## src/rtl/seg_share_arbiter.sv

```systemverilog
// Two requesters share one seven-segment digit: round-robin grant, fixed hold time,
// blank gap with a one-cycle ack to the owner of the slot that just ended.
module seg_share_arbiter #(
    parameter int unsigned HOLD_CYCLES = 1000,
    parameter int unsigned GAP_CYCLES  = 16
) (
    input  logic       clk,
    input  logic       rst_n,
    input  logic       ena,
    input  logic       req_a,
    input  logic [3:0] data_a,
    input  logic       req_b,
    input  logic [3:0] data_b,
    output logic       ack_a,
    output logic       ack_b,
    output logic [6:0] segments,
    output logic       dp,
    output logic       busy
);

    typedef enum logic [1:0] {
        StIdle,
        StShow,
        StGap
    } state_t;

    localparam logic [15:0] HoldLoad = 16'(HOLD_CYCLES - 1);
    localparam logic [15:0] GapLoad  = 16'(GAP_CYCLES - 1);

    state_t      state;
    logic [15:0] cnt;
    logic        last_b;
    logic        owner_b;
    logic        grant_b;
    logic [3:0]  sel_data;

    function automatic logic [6:0] hex7(input logic [3:0] n);
        logic [6:0] s;
        unique case (n)
            4'h0: s = 7'h3F;
            4'h1: s = 7'h06;
            4'h2: s = 7'h5B;
            4'h3: s = 7'h4F;
            4'h4: s = 7'h66;
            4'h5: s = 7'h6D;
            4'h6: s = 7'h7D;
            4'h7: s = 7'h07;
            4'h8: s = 7'h7F;
            4'h9: s = 7'h6F;
            4'hA: s = 7'h77;
            4'hB: s = 7'h7C;
            4'hC: s = 7'h39;
            4'hD: s = 7'h5E;
            4'hE: s = 7'h79;
            default: s = 7'h71;
        endcase
        return s;
    endfunction

    // B wins only when A is absent or A was granted last (tie goes to A after reset).
    assign grant_b  = req_b && (!req_a || !last_b);
    assign sel_data = grant_b ? data_b : data_a;

    always_ff @(posedge clk or negedge rst_n) begin
        if (!rst_n) begin
            state    <= StIdle;
            cnt      <= '0;
            last_b   <= 1'b1;
            owner_b  <= 1'b0;
            segments <= '0;
            dp       <= 1'b0;
            busy     <= 1'b0;
            ack_a    <= 1'b0;
            ack_b    <= 1'b0;
        end else if (ena) begin
            unique case (state)
                StIdle: begin
                    ack_a <= 1'b0;
                    ack_b <= 1'b0;
                    if (req_a || req_b) begin
                        state    <= StShow;
                        owner_b  <= grant_b;
                        last_b   <= grant_b;
                        segments <= hex7(sel_data);
                        dp       <= grant_b;
                        busy     <= 1'b1;
                        cnt      <= HoldLoad;
                    end
                end
                StShow: begin
                    if (cnt == '0) begin
                        state    <= StGap;
                        cnt      <= GapLoad;
                        segments <= '0;
                        dp       <= 1'b0;
                        ack_a    <= !owner_b;
                        ack_b    <= owner_b;
                    end else begin
                        cnt <= cnt - 16'd1;
                    end
                end
                StGap: begin
                    ack_a <= 1'b0;
                    ack_b <= 1'b0;
                    if (cnt == '0) begin
                        state <= StIdle;
                        busy  <= 1'b0;
                    end else begin
                        cnt <= cnt - 16'd1;
                    end
                end
                default: begin
                    state    <= StIdle;
                    busy     <= 1'b0;
                    segments <= '0;
                    dp       <= 1'b0;
                    ack_a    <= 1'b0;
                    ack_b    <= 1'b0;
                end
            endcase
        end
    end

endmodule

```

## config.mk

```make
export PLATFORM = sky130hd
export DESIGN_NAME = seg_share_arbiter
export DESIGN_NICKNAME = d
export VERILOG_FILES = /design/src/rtl/seg_share_arbiter.sv
export SDC_FILE = /design/constraint.sdc
export NUM_CORES = 1
export LEC_CHECK = 0
export CORE_MARGIN = 2
export CORE_UTILIZATION = 56
export DETAILED_ROUTE_END_ITERATION = 8
export MAX_ROUTING_LAYER = met4
export PLACE_DENSITY = 0.82
export SETUP_SLACK_MARGIN = 0.3
export SLEW_MARGIN = 20
export SYNTH_ARGS = -nofsm -noshare
export SYNTH_HDL_FRONTEND = slang
export SYNTH_SLANG_ARGS = --single-unit
```

## constraint.sdc

```tcl
create_clock -name clk -period 3 [get_ports clk]
set_clock_uncertainty 0.15 [all_clocks]
set_input_delay 0.3 -clock clk [delete_from_list [all_inputs] [get_ports clk]]
set_output_delay 0.3 -clock clk [all_outputs]
set_load 0.005 [all_outputs]
```

* Word-level counts from Yosys, hierarchy flattened
Memories as Yosys holds them, arrays and structs flattened. Index checks and enable logic that the tools add are counted. W data, S select, Z words.
Word-level totals: ROM bits 112, logic and storage cells 55, output and inout port bits 11, input port bits 13, flip-flop bits (word level) 31, memories 1
Memories:
- (name not given) | words 16, width 7, rd ports 1, clocked after memory_dff 0, write ports 0, RTL line 39 | unique case (n)
Cells by class: add/sub/neg operators 1, reduce and logical (&&, ||, !) cells 15, equal/unequal tests 6, bitwise gates (word level) 2, multiplexer cells 21
Operator list (count):
- $mux W16 | 3
- $pmux W16 S3 | 1
- $pmux W7 S3 | 1
- $logic_not A16 Y1 | 1
- $reduce_and A4 Y1 | 4
- $sub A16 B1 Y16 const B | 1
- $mux W7 | 2
- $ne A2 B2 Y1 const B | 4
- $mux W1 | 7
- $mux W2 | 3
- $pmux W1 S3 | 2
- $pmux W2 S3 | 1
- $mux W4 | 1
- $logic_not A1 Y1 | 3
- $reduce_and A3 Y1 | 1
- $reduce_bool A3 Y1 | 1
- $eq A2 B1 Y1 const B | 1
- $eq A2 B2 Y1 const B | 1
- $logic_not A2 Y1 | 1
- $logic_or A1 B1 Y1 | 2
- $not A1 Y1 | 2
- $reduce_and A2 Y1 | 1
- $logic_and A1 B1 Y1 | 1

* Longest topological paths before layout
An unclocked memory read counts as a cell.
depth in word-level cells 7, gate-level depth with buffers 10, mapped depth without buffers 9

* Least setup slack after synthesis
Ideal clock, no wire load.
path type flip-flop to flip-flop, from register last_b, to register segments[0], cell stages (with the launch flop) 11, period minus slack after synthesis 2.501 ns, path slack 0.499 ns, data required time 2.784 ns, library setup time 0.066 ns, path buffers 1, arrival 2.285 ns, cell sequence dfstp_2 a21boi_2 clkbuf_1 mux2i_1 inv_1 ha_1 nor2b_1 a211oi_1 a21oi_1 a21oi_1 a22o_1
On the way: cells in the longest elaborated chain, start to end 7
Ends and longest elaborated chain:
- from (decl) | RTL line 32 | logic last_b;
- from (signal assigned) | RTL line 83 | last_b <= grant_b;
- $logic_not A1 Y1 | RTL line 61 | assign grant_b = req_b && (!req_a || !last_b);
- $logic_or A1 B1 Y1 | RTL line 61
- $logic_and A1 B1 Y1 | RTL line 61
- $mux W4 | RTL line 62 | assign sel_data = grant_b ? data_b : data_a;
- $mem_v2 Z16 W7
- $mux W7 | RTL line 80 | if (req_a || req_b) begin
- $pmux W7 S3 | RTL line 76 | unique case (state)
- to (signal assigned) | RTL line 84 | segments <= hex7(sel_data);
- to (decl) | RTL line 16 | output logic [6:0] segments,
Every way passes these cells. The select of a mux whose other input is x is not followed. A chain may end at the register's enable or synchronous reset.

* Worst setup path after layout
from register state[1], to register cnt[7]
On the way: cells in the longest elaborated chain, start to end 3, elaborated cells between the ends (all ways) 8, classes of those cells eq/ne: 4; mux: 1; reduce/logical: 3
Ends and longest elaborated chain:
- from (decl) | RTL line 30 | state_t state;
- from (signal assigned) | RTL line 66 | state <= StIdle;
- from (signal assigned) | RTL line 81 | state <= StShow;
- from (signal assigned) | RTL line 92 | state <= StGap;
- $eq A2 B2 Y1, or another cell as far along | RTL line 76
- $ne A2 B2 Y1 (no line) or $reduce_bool A3 Y1 (tied branches)
- $reduce_and A4 Y1 (no line)
- to (signal assigned) | RTL line 87 | cnt <= HoldLoad;
- to (signal assigned) | RTL line 93 | cnt <= GapLoad;
- to (signal assigned) | RTL line 99 | cnt <= cnt - 16'd1;
- to (decl) | RTL line 31 | logic [15:0] cnt;
Several ways; a longest one is shown, not always the timed one.

==> flow_summary.json <==
{
  "die_w_um": 65.9,
  "final_cell_count_no_fill": 303,
  "post_cts_buffers": 0,
  "cts-root-buf": "clkbuf_8",
  "diodes": 0,
  "antenna_left": 0,
  "track_usage_pct": 24.6,
  "end_kind": "flop",
  "grt_pass1_vias": 1741,
  "crit_cells": 7,
  "yosys_warnings": 0,
  "required_ns": 3.01,
  "row_count": 22,
  "fillers": 296,
  "outcome": "finished clean",
  "critical_path.top_delay_family": "simple AND/OR/NAND/NOR gates",
  "grt_start_max_net_pins": 32,
  "synth_ff_type": "dfrtp_1",
  "nets": 278,
  "synth_edf_count": 0,
  "syn_area_mm2": 0.00214,
  "crit_buf_inv": 1,
  "hold_buffers": 0,
  "clockBufferDepth": 2,
  "rsz0062_at_grt": "false",
  "rr_worst_depth": 7,
  "hold_class": "in -> async",
  "cts_tree": "built",
  "io_buffers": 23,
  "clk_latency_ns": 0.29,
  "grt-ovfl-total": 0,
  "synth_cells": 229,
  "stdcell_area_mm2": 0.00252,
  "cts_made_buffers": 5,
  "drive_gt1_share_pct": 10.2,
  "post-route-period-util_pct": 82.2,
  "max_stage_delay_ns": 0.47,
  "post-dp-hpwl_um": 3440,
  "worst_slew_pin_slew_ns": 0.538,
  "vdd_drop_max_mv": 0.480,
  "wl_per_cell_um": 15.8,
  "cp.arrival_ns": 2.48,
  "crit_type": "reg -> reg",
  "cpMaxStageDelayCell": "or3b_1",
  "drc": 0,
  "dpl_cell_area_mm2": 0.00241,
  "wirelength_um": 4790,
  "avgSynthCellArea_um2": 9.36,
  "h-tree-depth": 2,
  "setup_ws_ns": 0.533,
  "maxCapViolations": 0,
  "design.die.area_mm2": 0.00434,
  "relSlewSlack_pct": 64.2,
  "placedCellCount": 295,
  "leakage_nw": 1.08,
  "startpoint_type": "flop",
  "clk_pin_slew_ns": 0.07,
  "place.gp.congestion": 0.885,
  "fmaxAchievable_ghz": 0.405,
  "cts_num_sinks": 31,
  "setup_tns_ns": 0,
  "vias_per_cell": 6.16,
  "ctsResizeCount": 0,
  "async_reset_ff_share_pct": 100,
  "hold_viol_final": 0,
  "grt_pass1_wl_um": 8000,
  "dieHeight_um": 65.9,
  "seq_area_frac_synth_pct": 36.2,
  "period_minus_slack_ns": 2.47,
  "final-setup-viol-count": 0,
  "worst-path-max-fanout": 12,
  "cp_cell_sequence": "inv_1 > ha_1 > or3b_1 > nand2_2 > a31o_2 > nor2_1 > a221o_1",
  "pin_count": 24,
  "antenna_found_initial": 0,
  "final_common_cell": "dfrtp_1",
  "syn2layout_area_growth_pct": 17.4,
  "vias": 1867,
  "initialDrtViolationCount": 134,
  "initial_core_util_pct": 58.6,
  "dp_slack_ns": 0.238,
  "synth_seq_cells": 31,
  "dr.pass1.iters": 4,
  "powerDensity_mw_per_mm2": 739,
  "fp.coreArea_mm2": 0.00366,
  "layout_common_cells": "30 x dfrtp_1, 23 x clkdlybuf4s50_1, 18 x nor2_1",
  "slew_viol_final": 0,
  "synth.distinct_cells": 56,
  "syn_nets": 253
}
==> through the flow <==
stage | util, % | hold WS (ns) | power, mW
6_report | 68.8 | 0.248 | 1.86
5_1_grt | 68.8 | 0.299 | 1.99
4_1_cts | 68.6 | 0.268 | 1.86
3_5_place_dp | 65.9 | 0.334 | 1.49
3_3_place_gp | 65.9 | 0.327 | 1.47
2_1_floorplan | - | -0.146 | 1.21
==> report_power, final <==
| group | leakage, nW | internal, mW | switching [mW] | total (mW) |
|---|---|---|---|---|
| clock network | 0.0515 | 0.209 | 0.155 | 0.364 |
| registers | 0.392 | 0.560 | 0.131 | 0.691 |
| logic | 0.632 | 0.385 | 0.422 | 0.807 |
| total | 1.08 | 1.15 | 0.708 | 1.86 |
==> registers in the layout, summed over array words and instances, names as in the netlist <==
name,flops
dp,1
ack_a,1
cnt,16
ack_b,1
segments,7
state,2
last_b,1
busy,1
owner_b,1
==> synthesized netlist by cell type, drive strengths merged, types with 7 or more instances <==
| master | n | area [um2] |
|---|---|---|
| ha | 11 | 138 |
| nand3 | 9 | 45.0 |
| inv | 15 | 56.3 |
| mux2i | 11 | 110 |
| o21ai | 11 | 55.1 |
| a21oi | 9 | 45.0 |
| o211ai | 7 | 52.6 |
| dfrtp | 30 | 751 |
| a211oi | 7 | 57.6 |
| nor2 | 18 | 67.6 |
| nand2 | 19 | 81.3 |
==> logic make-up after synthesis <==
| family | count (synthesis) | synth area share, % |
|---|---|---|
| AO/OA/AOI/OAI | 75 | 26.9 |
| XOR/XNOR | 1 | 0.408 |
| adder cells (fa/ha/maj) | 11 | 6.42 |
| buffers and inverters | 25 | 5.43 |
| flip-flops | 31 | 36.2 |
| multiplexers | 13 | 6.18 |
| AND/OR/NAND/NOR | 73 | 18.4 |
==> worst register-to-register path: stages, from the launching register on <==
cell,delay [ns]
dfrtp_1,0.42
inv_1,0.10
ha_1,0.31
or3b_1,0.47
nand2_2,0.17
a31o_2,0.29
nor2_1,0.14
a221o_1,0.28
==> metal layers <==
layer / part of all wire [%] / global-route usage [%] / wire (um) / up-vias
met1: 49 / 33.0 / 2340 / 908
met4: 1.2 / 8.33 / 57 / 0
met5: 0 / - / 0 / -
met3: 4.1 / 6.13 / 196 / 7
met2: 46 / 36.2 / 2200 / 37
li1: - / - / - / 915
==> worst paths after layout <==
kind	from	endpoint	slack, ns
setup / recovery	state[1]	cnt[7]	0.53
hold / removal	rst_n	cnt[8]	0.25
setup reg to reg	state[1]	cnt[7]	0.53
hold reg to reg	cnt[14]	cnt[14]	0.34
max in group asynchronous	rst_n	last_b	2.13
min in group clk	cnt[14]	cnt[14]	0.34
==> area by class of cell <==
cell class | count | area [um2] | share of cell area, %
multi-input combinational | 173 | 1260 | 49.9
timing repair buffer | 28 | 268 | 10.6
clock buffer | 8 | 100 | 3.97
tap | 48 | 60.1 | 2.38
inverter | 15 | 56.3 | 2.24
sequential | 31 | 777 | 30.8
Note: power is estimated with default switching activity, not from simulation.
